File: src/rtl/mmcm_drp_sequencer.sv
// ============================================================================
// Module   : mmcm_drp_sequencer
// Summary  : Reconfigures the MMCM at runtime. It holds the MMCM in reset,
//            applies a ROM profile to its DRP registers by read-modify-write,
//            then waits for LOCKED and reports DONE or a coded error.
// Revision : 1.0
// ============================================================================
`default_nettype none

module mmcm_drp_sequencer #(
  parameter int NUM_CFG      = 5,
  parameter int REGS_PER_CFG = 23,
  parameter int ROM_AW       = 7,
  parameter int DRDY_TIMEOUT = 64,
  parameter int LOCK_TIMEOUT = 65535
) (
  input  logic              CLK,
  input  logic              RST,
  input  logic              CFG_REQ,
  input  logic [2:0]        CFG_SEL,
  output logic              BUSY,
  output logic              DONE,
  output logic              ERR,
  output logic [1:0]        ERR_CODE,
  output logic [2:0]        CUR_CFG,
  output logic [ROM_AW-1:0] ROM_ADDR,
  input  logic [38:0]       ROM_DATA,
  output logic [6:0]        DADDR,
  output logic [15:0]       DI,
  input  logic [15:0]       DO,
  output logic              DEN,
  output logic              DWE,
  input  logic              DRDY,
  output logic              MMCM_RST,
  input  logic              LOCKED
);

  localparam int          IDX_W     = (REGS_PER_CFG > 1) ? $clog2(REGS_PER_CFG) : 1;
  localparam logic [15:0] DRDY_LIM  = 16'(DRDY_TIMEOUT - 1);
  localparam logic [15:0] LOCK_LIM  = 16'(LOCK_TIMEOUT - 1);

  typedef enum logic [2:0] {
    S_IDLE    = 3'd0,
    S_FETCH   = 3'd1,
    S_RD      = 3'd2,
    S_WAIT_RD = 3'd3,
    S_WR      = 3'd4,
    S_WAIT_WR = 3'd5,
    S_LOCK    = 3'd6,
    S_FAIL    = 3'd7
  } state_t;

  state_t            state_q, state_d;
  logic [2:0]        sel_q, sel_d;
  logic [IDX_W-1:0]  idx_q, idx_d;
  logic [15:0]       timer_q, timer_d;
  logic [15:0]       mask_q, mask_d;
  logic [15:0]       data_q, data_d;
  logic              busy_q, busy_d;
  logic              done_q, done_d;
  logic              err_q, err_d;
  logic [1:0]        err_code_q, err_code_d;
  logic [2:0]        cur_cfg_q, cur_cfg_d;
  logic [ROM_AW-1:0] rom_addr_q, rom_addr_d;
  logic [6:0]        daddr_q, daddr_d;
  logic [15:0]       di_q, di_d;
  logic              den_q, den_d;
  logic              dwe_q, dwe_d;
  logic              mmcm_rst_q, mmcm_rst_d;

  always_comb begin
    state_d    = state_q;
    sel_d      = sel_q;
    idx_d      = idx_q;
    timer_d    = (timer_q == 16'hFFFF) ? timer_q : timer_q + 16'd1;
    mask_d     = mask_q;
    data_d     = data_q;
    busy_d     = busy_q;
    done_d     = 1'b0;
    err_d      = err_q;
    err_code_d = err_code_q;
    cur_cfg_d  = cur_cfg_q;
    rom_addr_d = rom_addr_q;
    daddr_d    = daddr_q;
    di_d       = di_q;
    den_d      = 1'b0;
    dwe_d      = 1'b0;
    mmcm_rst_d = mmcm_rst_q;

    case (state_q)
      S_IDLE: begin
        if (CFG_REQ) begin
          if (32'(CFG_SEL) < NUM_CFG) begin
            sel_d      = CFG_SEL;
            idx_d      = '0;
            busy_d     = 1'b1;
            err_d      = 1'b0;
            err_code_d = 2'd0;
            mmcm_rst_d = 1'b1;
            rom_addr_d = ROM_AW'(32'(CFG_SEL) * REGS_PER_CFG);
            state_d    = S_FETCH;
          end else begin
            err_d      = 1'b1;
            err_code_d = 2'd1;
          end
        end
      end
      // ROM_ADDR was set on the way in; this cycle covers the ROM latency.
      S_FETCH: state_d = S_RD;
      S_RD: begin
        daddr_d = ROM_DATA[38:32];
        mask_d  = ROM_DATA[31:16];
        data_d  = ROM_DATA[15:0];
        den_d   = 1'b1;
        timer_d = '0;
        state_d = S_WAIT_RD;
      end
      S_WAIT_RD: begin
        if (DRDY) begin
          di_d    = (DO & mask_q) | (data_q & ~mask_q);
          state_d = S_WR;
        end else if (timer_q >= DRDY_LIM) begin
          state_d    = S_FAIL;
          err_d      = 1'b1;
          err_code_d = 2'd2;
          busy_d     = 1'b0;
          mmcm_rst_d = 1'b0;
        end
      end
      S_WR: begin
        den_d   = 1'b1;
        dwe_d   = 1'b1;
        timer_d = '0;
        state_d = S_WAIT_WR;
      end
      S_WAIT_WR: begin
        if (DRDY) begin
          if (32'(idx_q) == REGS_PER_CFG - 1) begin
            mmcm_rst_d = 1'b0;
            timer_d    = '0;
            state_d    = S_LOCK;
          end else begin
            idx_d      = idx_q + IDX_W'(1);
            rom_addr_d = ROM_AW'(32'(sel_q) * REGS_PER_CFG + 32'(idx_q) + 1);
            state_d    = S_FETCH;
          end
        end else if (timer_q >= DRDY_LIM) begin
          state_d    = S_FAIL;
          err_d      = 1'b1;
          err_code_d = 2'd2;
          busy_d     = 1'b0;
          mmcm_rst_d = 1'b0;
        end
      end
      S_LOCK: begin
        if (LOCKED) begin
          done_d    = 1'b1;
          cur_cfg_d = sel_q;
          busy_d    = 1'b0;
          state_d   = S_IDLE;
        end else if (timer_q >= LOCK_LIM) begin
          state_d    = S_FAIL;
          err_d      = 1'b1;
          err_code_d = 2'd3;
          busy_d     = 1'b0;
          mmcm_rst_d = 1'b0;
        end
      end
      // Error flags were raised on entry; the MMCM is left to lock on its own.
      S_FAIL: state_d = S_IDLE;
      default: state_d = S_IDLE;
    endcase
  end

  always_ff @(posedge CLK) begin
    if (RST) begin
      state_q    <= S_IDLE;
      sel_q      <= '0;
      idx_q      <= '0;
      timer_q    <= '0;
      mask_q     <= '0;
      data_q     <= '0;
      busy_q     <= 1'b0;
      done_q     <= 1'b0;
      err_q      <= 1'b0;
      err_code_q <= '0;
      cur_cfg_q  <= '0;
      rom_addr_q <= '0;
      daddr_q    <= '0;
      di_q       <= '0;
      den_q      <= 1'b0;
      dwe_q      <= 1'b0;
      mmcm_rst_q <= 1'b0;
    end else begin
      state_q    <= state_d;
      sel_q      <= sel_d;
      idx_q      <= idx_d;
      timer_q    <= timer_d;
      mask_q     <= mask_d;
      data_q     <= data_d;
      busy_q     <= busy_d;
      done_q     <= done_d;
      err_q      <= err_d;
      err_code_q <= err_code_d;
      cur_cfg_q  <= cur_cfg_d;
      rom_addr_q <= rom_addr_d;
      daddr_q    <= daddr_d;
      di_q       <= di_d;
      den_q      <= den_d;
      dwe_q      <= dwe_d;
      mmcm_rst_q <= mmcm_rst_d;
    end
  end

  assign BUSY     = busy_q;
  assign DONE     = done_q;
  assign ERR      = err_q;
  assign ERR_CODE = err_code_q;
  assign CUR_CFG  = cur_cfg_q;
  assign ROM_ADDR = rom_addr_q;
  assign DADDR    = daddr_q;
  assign DI       = di_q;
  assign DEN      = den_q;
  assign DWE      = dwe_q;
  assign MMCM_RST = mmcm_rst_q;

endmodule

`default_nettype wire

File: config.mk
export PLATFORM = sky130hd
export DESIGN_NAME = mmcm_drp_sequencer
export DESIGN_NICKNAME = d
export VERILOG_FILES = /design/src/rtl/mmcm_drp_sequencer.sv
export SDC_FILE = /design/constraint.sdc
export NUM_CORES = 1
export LEC_CHECK = 0
export CAP_MARGIN = 20
export CORE_ASPECT_RATIO = 1.75
export CORE_UTILIZATION = 51
export CTS_CLUSTER_SIZE = 20
export DETAILED_ROUTE_END_ITERATION = 12
export GPL_TIMING_DRIVEN = 0
export HOLD_SLACK_MARGIN = 0.1
export PLACE_DENSITY = 0.8
export SLEW_MARGIN = 10
export SYNTH_ARGS = -nofsm -noshare
export SYNTH_HDL_FRONTEND = slang
export SYNTH_SLANG_ARGS = --single-unit
export TNS_END_PERCENT = 100
File: constraint.sdc
create_clock -name CLK -period 3.75 [get_ports CLK]
set_input_delay 0.375 -clock CLK [delete_from_list [all_inputs] [get_ports CLK]]
set_output_delay 0.375 -clock CLK [all_outputs]
set_load 0.03 [all_outputs]
==> qor.yml, run 1 <==
grt.overflow.total: 0
post-dp-hpwl_mm: 9.82
dieArea_um2: 10000
hold_buffers: 0
cts_buffers: 9
dp.cells: 798
p_clk_share_pct: 35.4
postCtsSetupBuffers: 0
synth_cells: 574
outcome: "complete, no violations"
crit_chain: "fa_1 -> inv_1 -> fa_1 -> inv_1 -> ha_1 -> a211oi_1 -> o21bai_1 -> a21oi_1 -> xnor2_1 -> o41ai_1"
yosys.area_share.simple_pct: 20.6
wl_per_cell_um: 16.2
synth_compound_area_share_pct: 17.9
grt_pass1_vias: 4453
layout.cells.most_common_list: "nand2_1 (114), clkdlybuf4s50_1 (102), dfxtp_1 (100)"
grt_pass1_wl_mm: 21.5
route.detailed.drc: 0
synth-xor-area-share_pct: 4.46
internal_power_uw: 1930
synth_ff_type: "dfxtp_1"
io_buffers: 102
pin_count: 104
grt_usage_pct: 26.9
critPathSlowestCell: "fa_1"
synth_area_leaders: "dfxtp_1 (41%), nand2_1 (8.7%), a21oi_1 (6.5%), ha_1 (5.6%), a211oi_1 (3.8%)"
fin_crit_ns: 3.07
ant_nets: 0
fill_cells: 762
netlist_area_um2: 4910
startpoint_type: "flip-flop"
finalClockSkew_ns: 0.00785
tightest_slew_ns: 0.666
gp_congestion: 0.919
max_stage_delay_ns: 0.56
max-slew-margin-rel_pct: 55.4
cp-end-kind: "flip-flop"
setup_viol: 0
vias: 4499
clock.fmax_mhz: 326
post-synth-top-area-fraction_pct: 40.8
final_hold_viol_count: 0
cp_top_family: "adder cells"
crit_required_ns: 3.99
cts_tree: "yes"
synth_fa_ha_area_share_pct: 8.87
p_leak_uw: 0.00237
die_width_um: 76.2
wl_mm: 13.2
synth_edf_count: 0
path_max_fanout: 7
synth_top_family_by_area: "simple AND/OR/NAND/NOR gates"
synth_mux_area_share_pct: 3.47
die_h_um: 132
syn_avg_cell_area_um2: 8.55
pwr-share-comb_pct: 21.3
drv_cap: 0
yosysTopAreaCell: "dfxtp_1"
cts.reportedPaths.clkPinSlew_ns: 0.07
async_flop_share_pct: 0
drt_iter0_drc: 235
diodes: 0
synth-seq-area-share_pct: 40.8
syn2layout_area_growth_pct: 30.2
ys_ff_latch: 100
grt_max_degree: 18
final_common_cell: "nand2_1"
post-route-util_pct: 67.9
fin_hold_ws_ns: 0.451
cp.arrival_ns: 3.31
cts_root_buf: "clkbuf_16"
hp-class: "in2reg"
peakVddDrop_v: 0.000264
start_util_pct: 52.2
rsz0062_at_grt: "no"
switching_share_pct: 29.4
clock_sinks: 100
critical_path_class: "reg2reg"
cts_buffer_depth: 2
syn_nets: 667
seqPwrFrac_pct: 43.3
final_nets: 780
crit_buf_inv: 2
cts_resized: 0
power.net_switching_uw: 801
clock_latency_ns: 0.35
firstDrtPassIters: 5
powerDensity_nw_per_um2: 427
yosysUniqueCellTypes: 56
p_total_uw: 2730
yosys_warnings: 0
h-tree-depth: 3
routed_via_density: 5.53
antenna_found_initial: 0
drive_gt1_share_pct: 5.64
setup_tns_ns: 0
period_share_pct: 81.9
slew_violations: 0
core_area_um2: 9410
fin_cells: 814
rows: 47
[worst paths after layout]
| path | start | end | slack [ns] | depth (start not counted) |
|---|---|---|---|---|
| max | sel_q[0]$_SDFFE_PP0P_ | ROM_ADDR[6]$_SDFFE_PP0P_ | 0.68 | 10 |
| min | LOCKED | CUR_CFG[1]$_SDFFE_PP0P_ | 0.45 | 3 |
| max reg2reg | sel_q[0]$_SDFFE_PP0P_ | ROM_ADDR[6]$_SDFFE_PP0P_ | 0.68 | 10 |
| min reg2reg | data_q[3]$_SDFFE_PP0P_ | data_q[3]$_SDFFE_PP0P_ | 0.45 | 2 |
[Yosys cell counts (all sizes together), types with 4 or more instances]
cell,n
nand2,114
dfxtp,100
a21oi,64
nor2,47
a211oi,26
ha,22
clkbuf,21
inv,17
mux2i,17
nand3,14
xnor2,14
o21ai,11
xor2,11
buf,10
fa,8
nor3,8
a21o,6
and2,6
o2111ai,6
o211ai,5
a311oi,4
and3,4
nor2b,4
nor4,4
[power groups by stage]
stage | Sequential [µW] | Clock, µW | Combinational, µW
after floorplan | 1260 | 0 | 299
after global placement | 1200 | 0 | 559
after detailed placement | 1210 | 0 | 574
after CTS | 1180 | 972 | 580
after global routing | 1190 | 1020 | 630
final | 1180 | 966 | 580
[worst min-delay path: stages]
cell and delay [ns]:
clkbuf_1 0.18, nand3_1 0.13, a21oi_1 0.06
[kinds of logic after synthesis]
group / Yosys count
buf+inv: 48
compound gates: 136
mux: 17
xor+xnor: 25
fa+ha+maj: 30
simple gates: 218
flops: 100
[stage by stage]
step	cell area [µm²]	setup slack (ns)
floorplan	4910	0.953
global placement	6080	0.697
detailed placement	6080	0.624
CTS	6390	0.684
global route	6390	0.476
finish	6390	0.680
[final cells by class]
| type | instances | area, µm² | area share (%) |
|---|---|---|---|
| flip-flops and latches | 100 | 2000 | 31.3 |
| multi-input cells | 426 | 2710 | 42.5 |
| plain buffers | 31 | 128 | 2.00 |
| inverters | 17 | 63.8 | 0.998 |
| clock inverters | 6 | 71.3 | 1.12 |
| well taps | 122 | 153 | 2.39 |
| clock buffers | 10 | 239 | 3.74 |
| repair buffers | 102 | 1020 | 16.0 |
[sequential cells by signal, indices dropped and copies added, names as in the netlist]
register	cells
DONE	1
sel_q	3
ERR_CODE	2
idx_q	5
DEN	1
mask_q	16
ERR	1
data_q	16
BUSY	1
DADDR	7
CUR_CFG	3
ROM_ADDR	7
state_q	3
DWE	1
DI	16
timer_q	16
MMCM_RST	1
[per-layer routing]
layer  wire length, µm  global-route usage, %  up-vias
li1                  -                      -     2212
met1              5130                   29.3     2108
met2              7120                   51.1      149
met3               568                   3.39       30
met4               368                   12.3        0
met5                 0                      0        -
(Power assumes the default switching activity.)
==> run 2, diff against run 1 <==
- clock period: 3.75 -> 2.92 ns (I/O delays scaled with it)
==> qor.yml, run 2 (synthesis results as in run 1) <==
outcome: "complete, no violations"
multi_input_area_um2: 2740  # +0.88%
grt_max_degree: 18  # unchanged
cp-end-kind: "flip-flop"
post-dp-hpwl_mm: 9.82  # unchanged
dieArea_um2: 10000  # unchanged
crit_required_ns: 3.17  # -0.82 ns
drv_cap: 0  # unchanged
start_util_pct: 52.2  # unchanged
setup.worst_path.end: "ROM_ADDR[5]$_SDFFE_PP0P_"
antenna_found_initial: 0  # unchanged
critPathSlowestCell: "fa_1"
vias: 4513  # +0.31%
grt_pass1_vias: 4477  # +0.54%
period_share_pct: 95.2  # +13 points
rows: 47  # unchanged
grt_pass1_wl_mm: 21.5  # +0.16%
h-tree-depth: 3  # unchanged
power.net_switching_uw: 1030  # +29%
cts.reportedPaths.clkPinSlew_ns: 0.07  # about the same
gp_congestion: 0.919  # unchanged
cts_tree: "yes"
cp.arrival_ns: 3.03  # -0.28 ns
worstRegToRegCells: 10  # unchanged
layout.cells.most_common_list: "nand2_1 (114), clkdlybuf4s50_1 (102), dfxtp_1 (97)"
fill_cells: 754  # -1.0%
powerDensity_nw_per_um2: 546  # +28%
cp-startpoint: "sel_q[0]$_SDFFE_PP0P_"
rr_startpoint: "sel_q[0]$_SDFFE_PP0P_"
grt.overflow.total: 0  # unchanged
syn2layout_area_growth_pct: 31.2
final_nets: 782  # +0.26%
post-route-util_pct: 68.4  # +0.48 points
hold-path-cell-count: 3  # unchanged
final_hold_viol_count: 0  # unchanged
cp_top_family: "adder cells"
final_area_um2: 6440  # +0.70%
clock_sinks: 100  # unchanged
grt_usage_pct: 27.0  # +0.029 points
startpoint_type: "flip-flop"
finalClockSkew_ns: 0.00732  # -0.000534 ns
r2r_slack_ns: 0.14  # -0.54 ns
clock.fmax_mhz: 360  # +10%
drt_iter0_drc: 240  # +2.1%
firstDrtPassIters: 4  # -1
drive_gt1_share_pct: 7.06  # +1.4 points
p_leak_uw: 0.00237  # +0.34%
rsz0062_at_grt: "no"
clock_latency_ns: 0.35  # about the same
max_stage_delay_ns: 0.53  # -0.03 ns
regArea_um2: 2010  # +0.31%
routed_via_density: 5.53  # about the same
tightest_slew_ns: 0.667  # +0.00123 ns
max-slew-margin-rel_pct: 55.3  # -0.083 points
crit_chain: "fa_1 -> inv_1 -> fa_1 -> inv_2 -> fa_2 -> a21o_1 -> a21oi_2 -> xnor2_1 -> nand2_1 -> a311oi_1"
die_h_um: 132  # unchanged
switching_share_pct: 29.3  # about the same
seqPwrFrac_pct: 43.2  # about the same
p_clk_share_pct: 35.2  # -0.2 points
hold_buffers: 0  # unchanged
wl_mm: 13.2  # +0.44%
cp.depth: 10  # unchanged
r2r_end: "ROM_ADDR[5]$_SDFFE_PP0P_"
wl_per_cell_um: 16.2  # +0.19%
setup_viol: 0  # unchanged
crit_top_cell: "fa_1"
core_area_um2: 9410  # unchanged
final_common_cell: "nand2_1"
cts_buffers: 9  # unchanged
internal_power_uw: 2480  # +29%
path_max_fanout: 4  # -3
pwr-share-comb_pct: 21.6  # +0.3 points
crit_buf_inv: 2  # unchanged
io_buffers: 102  # unchanged
die_width_um: 76.2  # unchanged
ant_nets: 0  # unchanged
hp-class: "in2reg"
place_area_um2: 6080  # unchanged
cts_buffer_depth: 2  # unchanged
fin_crit_ns: 2.78  # -0.288 ns
cts_root_buf: "clkbuf_16"
diodes: 0  # unchanged
route.detailed.drc: 0  # unchanged
pin_count: 104  # unchanged
critical_path_class: "reg2reg"
slew_violations: 0  # unchanged
peakVddDrop_v: 0.000340  # +29%
run 2: how the worst min path moves through the flow:
stage	start	slack, ns	to
6_report	LOCKED	0.38	CUR_CFG[1]$_SDFFE_PP0P_
5_1_grt	LOCKED	0.39	CUR_CFG[1]$_SDFFE_PP0P_
4_1_cts	LOCKED	0.36	CUR_CFG[0]$_SDFFE_PP0P_
3_5_place_dp	data_q[3]$_SDFFE_PP0P_	0.45	data_q[3]$_SDFFE_PP0P_
3_3_place_gp	data_q[9]$_SDFFE_PP0P_	0.44	data_q[9]$_SDFFE_PP0P_
2_1_floorplan	ROM_DATA[0]	0.43	data_q[0]$_SDFFE_PP0P_
run 2: layout make-up:
type,count,share of cell area [%]
Clock buffer,10,3.71
Tap cell,122,2.37
Timing Repair Buffer,104,16.1
Multi-Input combinational cell,426,42.5
Sequential cell,100,31.2
Clock inverter,6,1.11
Inverter,17,0.991
Buffer,31,1.98
run 2: layer usage:
layer	routed length (µm)	global-route usage [%]	vias up
met5	0	0	-
met4	436	12.3	0
met3	555	3.39	36
met2	7100	51.3	151
met1	5150	29.2	2107
li1	-	-	2219
run 2: power groups by stage:
stage          combinational (µW)  sequential [µW]  clock [µW]
2_1_floorplan                 384             1610           0
3_3_place_gp                  718             1550           0
3_5_place_dp                  737             1550           0
4_1_cts                       747             1520        1250
5_1_grt                       823             1530        1310
6_report                      759             1520        1240
run 2: stage by stage:
step | worst slack [ns] | total power (µW) | hold WS (ns) | instances | TNS, ns
floorplan | 0.123 | 2000 | 0.428 | 574 | 0
global placement | -0.0869 | 2260 | 0.442 | 798 | -0.108
detailed placement | -0.123 | 2290 | 0.446 | 798 | -0.171
CTS | 0.0116 | 3510 | 0.356 | 814 | 0
global route | 0.0168 | 3660 | 0.391 | 816 | 0
finish | 0.139 | 3520 | 0.379 | 816 | 0
run 2: worst register-to-register path: stages, from the launching register on:
cell      delay, ns
dfxtp_4        0.36
fa_1           0.53
inv_1          0.05
fa_1           0.49
inv_2          0.06
fa_2           0.39
a21o_1         0.20
a21oi_2        0.14
xnor2_1        0.13
nand2_1        0.07
a311oi_1       0.26
run 2: repair_timing:
| action | 4_1_cts | 5_1_grt |
|---|---|---|
| gates resized for setup | 5 | 4 |
| setup buffers | 0 | 2 |
| pin swaps | 2 | 5 |
| setup endpoints to repair | 2 | 3 |
==> run 3, diff against run 2 <==
- CELL_PAD_IN_SITES_DETAIL_PLACEMENT: default -> 0
- CELL_PAD_IN_SITES_GLOBAL_PLACEMENT: default -> 1
- CORE_UTILIZATION: 51 -> 38
- GPL_TIMING_DRIVEN: 0 -> default
- PLACE_DENSITY: 0.8 -> default
- PLACE_DENSITY_LB_ADDON: default -> 0.1
==> qor.yml, run 3 (synthesis results as in run 1) <==
routed_via_density: 5.07  # -8.2%
hp-class: "in2reg"
antenna_found_initial: 0  # unchanged
crit_required_ns: 3.18  # about the same
clock_sinks: 100  # unchanged
grt_pass1_vias: 4276  # -4.5%
wl_mm: 12.8  # -3.3%
hold_path.startpoint: "RST"
fill_cells: 1231  # +63%
period_share_pct: 95.7  # +0.45 points
rows: 54  # +15%
start_util_pct: 39.3  # -13 points
worst_slack_ns: 0.126  # -0.0131 ns
dieArea_um2: 13400  # +33%
final_hold_viol_count: 0  # unchanged
fin_crit_ns: 2.79  # +0.0131 ns
postCtsSetupBuffers: 0  # unchanged
pin_count: 104  # unchanged
cts_root_buf: "clkbuf_16"
ant_nets: 0  # unchanged
grt.overflow.total: 0  # unchanged
drv_cap: 0  # unchanged
route.detailed.drc: 0  # unchanged
setup_viol: 0  # unchanged
cts_buffer_depth: 2  # unchanged
firstDrtPassIters: 4  # unchanged
clock_latency_ns: 0.35  # about the same
place_area_um2: 6150  # +1.1%
grt_pass1_wl_mm: 20.9  # -2.9%
post-dp-hpwl_mm: 9.43  # -4.0%
rr_startpoint: "sel_q[0]$_SDFFE_PP0P_"
clock.fmax_mhz: 358  # -0.47%
min_to: "MMCM_RST$_SDFFE_PP0P_"
post-route-util_pct: 51.8  # -17 points
cts.reportedPaths.clkPinSlew_ns: 0.07  # about the same
path_max_fanout: 2  # -2
critical_path_class: "reg2reg"
max-slew-margin-rel_pct: 36.9  # -18 points
slew_violations: 0  # unchanged
vias: 4298  # -4.8%
fin_hold_ws_ns: 0.424  # +0.0441 ns
core_area_um2: 12500  # +33%
dpl_worst_slack_ns: -0.00478  # +0.118 ns
startpoint_type: "flip-flop"
r2r_slack_ns: 0.13  # about the same
drive_gt1_share_pct: 7.51  # +0.45 points
tightest_slew_ns: 0.942  # +0.275 ns
grt_max_degree: 44  # +26
finalClockSkew_ns: 0.0132  # +0.00589 ns
layout.cells.most_common_list: "nand2_1 (114), clkdlybuf4s50_1 (102), dfxtp_1 (100)"
peakVddDrop_v: 0.000338  # -0.65%
gp_congestion: 0.825  # -10%
cts_tree: "yes"
rsz0062_at_grt: "yes"
drt_iter0_drc: 164  # -32%
final_area_um2: 6470  # +0.60%
worstRegToRegCells: 10  # unchanged
powerDensity_nw_per_um2: 538  # -1.4%
cts_buffers: 9  # unchanged
h-tree-depth: 3  # unchanged
cp.arrival_ns: 3.05  # +0.02 ns
grt_usage_pct: 19.9  # -7.0 points
cp-end-kind: "flip-flop"
final_common_cell: "nand2_1"
hold_buffers: 0  # unchanged
setup_tns_ns: 0  # unchanged
hold-path-cell-count: 4  # +1
die_h_um: 152  # +16%
die_width_um: 87.9  # +15%
diodes: 0  # unchanged
p_leak_uw: 0.00237  # -0.36%
outcome: "complete, no violations"
io_buffers: 103  # +0.98%
final_nets: 767  # -1.9%
r2r_end: "ROM_ADDR[5]$_SDFFE_PP0P_"
wl_per_cell_um: 15.1  # -6.8%
syn2layout_area_growth_pct: 31.9
[run 3: worst max-delay path, stage by stage (launching register included)]
cell,delay (ns)
dfxtp_1,0.33
fa_1,0.53
inv_1,0.05
fa_1,0.49
inv_1,0.09
fa_2,0.41
a21o_1,0.20
a21oi_2,0.16
xnor2_1,0.13
nand2_1,0.07
a311oi_1,0.25
[run 3: worst max path at each step]
stage,slack [ns],depth (start not counted),start,end
after floorplan,0.12,10,sel_q[0]$_SDFFE_PP0P_,ROM_ADDR[6]$_SDFFE_PP0P_
after global placement,0.08,10,sel_q[0]$_SDFFE_PP0P_,ROM_ADDR[6]$_SDFFE_PP0P_
after global routing,-0.03,10,sel_q[0]$_SDFFE_PP0P_,ROM_ADDR[5]$_SDFFE_PP0P_
after detailed placement,-0.005,10,sel_q[0]$_SDFFE_PP0P_,ROM_ADDR[6]$_SDFFE_PP0P_
final,0.13,10,sel_q[0]$_SDFFE_PP0P_,ROM_ADDR[5]$_SDFFE_PP0P_
after CTS,0.04,10,sel_q[0]$_SDFFE_PP0P_,ROM_ADDR[5]$_SDFFE_PP0P_
[run 3: layer usage]
metal | GRT usage (%) | wire length, µm
met3 | 3.74 | 461
met1 | 23.3 | 5480
met4 | 7.03 | 326
met5 | 0 | 0
met2 | 35.3 | 6540
[run 3: per-stage QoR]
stage / total power, µW / cells
global route: 3680 / 847
finish: 3490 / 847
detailed placement: 2290 / 831
floorplan: 2000 / 574
CTS: 3520 / 847
global placement: 2280 / 831
[run 3: what timing repair did]
action,4_1_cts,5_1_grt
gates resized for setup,1,3
setup endpoints to repair,1,2
endpoints found under the hold margin,0,0
cloned,0,0
pin swaps,0,4
[run 3: area by class of cell]
type | instances | area, µm² | share of cell area [%]
clock buffers | 10 | 229 | 3.54
inverters | 17 | 63.8 | 0.986
flip-flops and latches | 100 | 2000 | 30.9
repair buffers | 120 | 1150 | 17.8
multi-input cells | 426 | 2740 | 42.4
well taps | 168 | 210 | 3.25
clock inverters | 6 | 72.6 | 1.12
[run 3: power breakdown]
group          internal, µW  switching, µW  leakage (µW)
registers              1450           76.3      0.000812
clock network           674            548      0.000137
logic                   334            400       0.00142
